===== src/rtl/uart_pkg.sv =====
// Shared constants for the UART transmit path: FSM state encoding,
// default baud divider and idle line level.
package uart_pkg;

  localparam int unsigned CLK_DIV_DEFAULT = 434;
  localparam int unsigned STATE_W         = 3;

  localparam logic [STATE_W-1:0] ST_IDLE   = 3'd0;
  localparam logic [STATE_W-1:0] ST_GAP    = 3'd1;
  localparam logic [STATE_W-1:0] ST_START  = 3'd2;
  localparam logic [STATE_W-1:0] ST_DATA   = 3'd3;
  localparam logic [STATE_W-1:0] ST_PARITY = 3'd4;
  localparam logic [STATE_W-1:0] ST_STOP   = 3'd5;

  localparam logic IDLE_LEVEL = 1'b1;

endpackage


===== src/rtl/uart_baud_cnt.sv =====
// Baud divider: counts 0..CLK_DIV-1 while running, held at 0 by clr.
// bit_end is a registered single-cycle strobe in the last cycle of each bit.
module uart_baud_cnt
  import uart_pkg::*;
#(
  parameter int unsigned CLK_DIV = CLK_DIV_DEFAULT
) (
  input  logic clk,
  input  logic rst,
  input  logic clr,
  output logic bit_end
);

  localparam int unsigned    CNT_W    = $clog2(CLK_DIV);
  localparam logic [CNT_W-1:0] LAST     = CNT_W'(CLK_DIV - 1);
  localparam logic [CNT_W-1:0] PRE_LAST = CNT_W'(CLK_DIV - 2);

  logic [CNT_W-1:0] cnt;

  // bit_end is produced one cycle ahead so it lines up with cnt == LAST
  always_ff @(posedge clk or posedge rst) begin
    if (rst) begin
      cnt     <= '0;
      bit_end <= 1'b0;
    end else if (clr) begin
      cnt     <= '0;
      bit_end <= 1'b0;
    end else begin
      cnt     <= (cnt == LAST) ? '0 : cnt + CNT_W'(1);
      bit_end <= (cnt == PRE_LAST);
    end
  end

endmodule


===== src/rtl/uart_tx_drain.sv =====
// UART transmitter that pops bytes from a FIFO and sends them 8N1 on tx.
// Define UART_TX_PARITY_EN to add an even parity bit after the payload.
module uart_tx_drain
  import uart_pkg::*;
#(
  parameter int unsigned CLK_DIV   = CLK_DIV_DEFAULT,
  parameter int unsigned DATA_BITS = 8,
  parameter int unsigned STOP_BITS = 1
) (
  input  logic                 clk,
  input  logic                 rst,
  input  logic [DATA_BITS-1:0] fifo_dout,
  input  logic                 fifo_empty,
  output logic                 fifo_rd_en,
  input  logic                 enable,
  output logic                 tx,
  output logic                 busy
);

  localparam int unsigned    BC_W      = $clog2(DATA_BITS);
  localparam logic [BC_W-1:0] DATA_LAST = BC_W'(DATA_BITS - 1);
  localparam logic [BC_W-1:0] STOP_LAST = BC_W'(STOP_BITS - 1);

  logic [STATE_W-1:0]   state, state_n;
  logic [DATA_BITS-1:0] shift, shift_n;
  logic [BC_W-1:0]      bit_cnt, bit_cnt_n;
  logic                 tx_n, busy_n, rd_en_n;
  logic                 bit_end;
  logic                 baud_clr;
  logic                 pop_ok;
`ifdef UART_TX_PARITY_EN
  logic                 par, par_n;
`endif

  assign baud_clr = (state == ST_IDLE) || (state == ST_GAP);
  assign pop_ok   = enable && !fifo_empty;

  uart_baud_cnt #(.CLK_DIV(CLK_DIV)) u_baud (
    .clk     (clk),
    .rst     (rst),
    .clr     (baud_clr),
    .bit_end (bit_end)
  );

  always_ff @(posedge clk or posedge rst) begin
    if (rst) begin
      state      <= ST_IDLE;
      shift      <= '0;
      bit_cnt    <= '0;
      tx         <= IDLE_LEVEL;
      busy       <= 1'b0;
      fifo_rd_en <= 1'b0;
`ifdef UART_TX_PARITY_EN
      par        <= 1'b0;
`endif
    end else begin
      state      <= state_n;
      shift      <= shift_n;
      bit_cnt    <= bit_cnt_n;
      tx         <= tx_n;
      busy       <= busy_n;
      fifo_rd_en <= rd_en_n;
`ifdef UART_TX_PARITY_EN
      par        <= par_n;
`endif
    end
  end

  // The pop strobe is decided one cycle early (idle, or the last stop cycle)
  // so that the registered fifo_rd_en is high during the IDLE pop cycle.
  always_comb begin
    state_n   = state;
    shift_n   = shift;
    bit_cnt_n = bit_cnt;
    tx_n      = tx;
    busy_n    = busy;
    rd_en_n   = 1'b0;
`ifdef UART_TX_PARITY_EN
    par_n     = par;
`endif
    case (state)
      ST_IDLE: begin
        tx_n = IDLE_LEVEL;
        if (fifo_rd_en) begin
          state_n = ST_GAP;
          shift_n = fifo_dout;
`ifdef UART_TX_PARITY_EN
          par_n   = 1'b0;
`endif
        end else if (pop_ok) begin
          rd_en_n = 1'b1;
          busy_n  = 1'b1;
        end else begin
          busy_n  = 1'b0;
        end
      end
      // FIFO flag/data are stale here, so nothing is sampled
      ST_GAP: begin
        state_n   = ST_START;
        tx_n      = 1'b0;
        bit_cnt_n = '0;
      end
      ST_START: begin
        if (bit_end) begin
          state_n = ST_DATA;
          tx_n    = shift[0];
        end
      end
      ST_DATA: begin
        if (bit_end) begin
          shift_n = shift >> 1;
`ifdef UART_TX_PARITY_EN
          par_n   = par ^ shift[0];
`endif
          if (bit_cnt == DATA_LAST) begin
            bit_cnt_n = '0;
`ifdef UART_TX_PARITY_EN
            state_n   = ST_PARITY;
            tx_n      = par ^ shift[0];
`else
            state_n   = ST_STOP;
            tx_n      = 1'b1;
`endif
          end else begin
            bit_cnt_n = bit_cnt + BC_W'(1);
            tx_n      = shift_n[0];
          end
        end
      end
`ifdef UART_TX_PARITY_EN
      ST_PARITY: begin
        if (bit_end) begin
          state_n = ST_STOP;
          tx_n    = 1'b1;
        end
      end
`endif
      ST_STOP: begin
        if (bit_end) begin
          if (bit_cnt == STOP_LAST) begin
            state_n   = ST_IDLE;
            bit_cnt_n = '0;
            rd_en_n   = pop_ok;
            busy_n    = pop_ok;
          end else begin
            bit_cnt_n = bit_cnt + BC_W'(1);
          end
        end
      end
      default: begin
        state_n = ST_IDLE;
        tx_n    = IDLE_LEVEL;
        busy_n  = 1'b0;
      end
    endcase
  end

endmodule

===== config.mk =====
export PLATFORM = sky130hd
export DESIGN_NAME = uart_tx_drain
export DESIGN_NICKNAME = d
export VERILOG_FILES = /design/src/rtl/uart_pkg.sv /design/src/rtl/uart_baud_cnt.sv /design/src/rtl/uart_tx_drain.sv
export SDC_FILE = /design/constraint.sdc
export NUM_CORES = 1
export LEC_CHECK = 0
export BUFFER_PORTS_ARGS = -buffer_cell sky130_fd_sc_hd__buf_2
export CAP_MARGIN = 10
export CORE_MARGIN = 5
export CORE_UTILIZATION = 45
export CTS_BUF_LIST = sky130_fd_sc_hd__clkbuf_2
export CTS_CLUSTER_SIZE = 40
export DETAILED_ROUTE_END_ITERATION = 10
export GPL_ROUTABILITY_DRIVEN = 0
export PLACE_DENSITY_LB_ADDON = 0.12
export RECOVER_POWER = 100
export SETUP_SLACK_MARGIN = 0.1
export SLEW_MARGIN = 25
export SYNTH_ARGS = -nofsm -noshare
export SYNTH_HDL_FRONTEND = slang
export SYNTH_SLANG_ARGS = --single-unit

===== constraint.sdc =====
create_clock -name clk -period 2.8 [get_ports clk]
set_input_delay 0 -clock clk [delete_from_list [all_inputs] [get_ports clk]]
set_output_delay 0 -clock clk [all_outputs]
set_load 0.02 [all_outputs]

==> summary.md <==
| Metric | Value |
|---|---|
| ANT cells | `0` |
| WL per Instance | `12.76 um` |
| Pin count of the biggest net entering global routing | `28` |
| Flop pwr share | `57.9%` |
| Area growth syn-to-layout | `14.20%` |
| Top-Level Pins | `15` |
| Initial antenna violation count | `0` |
| Core footprint | `3103 sq um` |
| First-pass GRT wire length | `4.912 mm` |
| Worst-path clk slew | `280 ps` |
| Critical Path Source Type | `flip-flop` |
| Highest clock rate | `483.5 MHz` |
| Net count, final | `197` |
| Switching pwr | `0.3616 mW` |
| Antenna-violating nets left | `0` |
| Setup repair bufs after CTS | `0` |
| Delay-heaviest family, CP | `flip-flops` |
| Die X | `67.52 um` |
| Placed cell area | `1575 sq um` |
| CTS tree | `built` |
| Flip-flop and latch count after synthesis | `27` |
| Detail Placement HPWL | `1.915 mm` |
| Crit path max fanout | `15` |
| Pint | `0.6414 mW` |
| Status | `completed` |
| Final number of max-transition violations | `0` |
| Fin Clk Skew | `10.71 ps` |
| GRT Overall Usage | `14.35%` |
| Crit-path slowest cell | `dfrtp_1` |
| Synth Cell Area | `1489 sq um` |
| Req. time, crit path | `3140 ps` |
| Top_reg_cell synth | `dfrtp_1` |
| Combinational share of power | `26.3%` |
| Clk pwr share | `15.8%` |
| Final hold violations | `0` |
| Post-Syn Instances | `153` |
| Slew margin rel. | `33.63%` |
| Final WL | `2.808 mm` |
| Post-Place Worst Slack | `1085 ps` |
| Worst path bufs/invs | `1` |
| Die height | `67.52 um` |
| Post-synthesis sequential area ratio | `45.46%` |
| Power Dens Cells | `589.8 nW/um^2` |
| FFs w/ async S/R, synth | `100.0%` |
| Synth area leaders | `dfrtp_1 (44%), ha_1 (6.7%), nor2_1 (6.3%)` |
| Sum of negative setup slack | `0 ps` |
| Die Footprint | `4559 sq um` |
| Pleak | `0.8010 nW` |
| CTS root buf | `clkbuf_2` |
| Final setup margin | `731.6 ps` |
| RSZ-0062 raised after global routing | `false` |
| CTS sink cnt | `27` |
| Final Core Density | `54.80%` |
| Final Critical Period | `2068 ps` |
| Number of hold buffers added after CTS | `11` |
| Worst IR drop on VDD | `0.0004728 V` |
| Max Root-Sink Buffers | `2` |
| First drt pass iteration count | `4` |
| FF-to-FF End | `busy$_DFFE_PP0P_` |
| FF-to-FF Start | `state[2]$_DFFE_PP0P_` |
| Synth top area share | `43.70%` |
| Grt ovf | `0` |
| Remaining DRCs | `0` |
| PostCTS Resize Cnt | `0` |
| Synth Net Count | `173` |
| Post-synth EDFFs | `0` |
| Most frequent cell after synthesis | `dfrtp_1` |
| # H-tree levels | `1` |
| CP endpoint kind | `flip-flop` |
| Critical-path cell list | `nand2b_1, nand4_1, dlygate4sd3_1, a211oi_1, a21o_1` |
| Vias | `1113` |
| Worst Max-Slew Pin Slew | `994.5 ps` |
| YS warnings | `0` |
| # rows | `20` |
| Yosys cell types | `38` |
| Max Cap Viol | `0` |
| CTS buffer count | `3` |
| CP max stage delay | `710 ps` |
| Routed vias/inst | `5.059` |
| Layout cells sized above 1 | `11.36%` |
| Clock Latency Late Sink | `380 ps` |
| Commonest cells post-synth | `dfrtp_1 (26), nor2_1 (25), inv_1 (11)` |
| Worst Hold Class | `input pin to async pin` |
| Worst Path Arrival | `2410 ps` |
| Reg2Reg Setup Slack | `730 ps` |
| Switching Share | `36.05%` |
| Crit path kind | `flip-flop to flip-flop` |
| Synth area leader | `dfrtp_1` |
| Final setup fails | `0` |
| Final Cycle Share | `73.87%` |
| Setup crit start | `state[2]$_DFFE_PP0P_` |
| CP Capture Point | `busy$_DFFE_PP0P_` |
| Initial DRC count | `72` |
| Reg2reg path depth | `5` |
| Synth Area per Inst | `9.732 sq um` |
| IO buf count | `14` |
| Stages on worst setup path | `5` |
| Post-route cell area | `1700 sq um` |
| Starting Density | `47.98%` |
| Vias in the first global route | `1111` |
[placed cells by master, fill, tap and decap left out, types with 3 or more instances in the layout]
cell type,count
nand3_1,6
buf_2,12
clkbuf_2,3
mux2i_1,7
nor2_1,25
inv_1,11
ha_1,8
dfrtp_1,26
nor2b_1,3
xnor2_1,3
xor2_1,4
a21o_1,3
nand2_1,6
nand2b_1,6
a21oi_1,8
dlygate4sd3_1,11
o21ai_0,6
[final cells by class]
cell class | instances | area [sq um]
clock inverters | 1 | 7.507
repair buffers | 25 | 177.7
multi-input cells | 109 | 726.9
well taps | 44 | 55.05
inverters | 11 | 41.29
clock buffers | 3 | 15.01
fillers | 304 | 1403
flip-flops and latches | 27 | 676.9
[kinds of logic (layout without fill, tap and decap cells)]
| logic type | after synthesis | after routing | synth area share, % |
|---|---|---|---|
| compound gates | 30 | 30 | 13.87 |
| simple gates | 55 | 55 | 18.40 |
| flops | 27 | 27 | 45.46 |
| buf+inv | 17 | 40 | 5.378 |
| mux | 7 | 7 | 4.706 |
| xor+xnor | 7 | 7 | 4.118 |
| fa+ha+maj | 10 | 10 | 8.068 |
[power by group through the flow]
| stage | logic, mW | registers [mW] | clock network [mW] |
|---|---|---|---|
| after floorplan | 0.212 | 0.564 | 0 |
| after global placement | 0.245 | 0.584 | 0 |
| after detailed placement | 0.258 | 0.588 | 0 |
| after CTS | 0.272 | 0.581 | 0.161 |
| after global routing | 0.299 | 0.598 | 0.182 |
| final | 0.263 | 0.581 | 0.158 |
[tightest hold or removal path: stages]
cell and delay (ps):
dlygate4sd3_1 530, buf_2 120, inv_1 710
[registers in the layout, summed over array words and instances (netlist names)]
name and count:
u_baud.cnt 9, shift 8, bit_cnt 3, state 3, busy 1, fifo_rd_en 1, tx 1, u_baud.bit_end 1
[stage by stage]
step | hold slack [ps] | instances | power, mW
after floorplan | 51.97 | 153 | 0.7759
after global placement | 221.8 | 205 | 0.8293
after detailed placement | 269.4 | 205 | 0.8457
after CTS | 375.5 | 220 | 1.014
after global routing | 397.2 | 220 | 1.079
final | 346.2 | 220 | 1.003
[layer usage]
layer	vias up	routed length (um)	part of all wire (%)	GRT usage [%]
met3	2	82	2.9	3.993
li1	561	-	-	-
met5	-	0	0	0
met2	15	1414	50	24.79
met1	535	1291	46	17.75
met4	0	19	0.68	3.038
[worst min path at each step]
stage / startpoint / to / slack (ps) / cells past startpoint
floorplan: rst / bit_cnt[0]$_DFFE_PP0P_ / 50 / 1
global placement: fifo_dout[7] / shift[7]$_DFFE_PP0P_ / 220 / 3
detailed placement: enable / fifo_rd_en$_DFF_PP0_ / 270 / 3
CTS: rst / shift[6]$_DFFE_PP0P_ / 380 / 3
global route: fifo_empty / fifo_rd_en$_DFF_PP0_ / 400 / 5
finish: rst / shift[7]$_DFFE_PP0P_ / 350 / 3
Note: power is estimated with default switching activity, not from simulation.
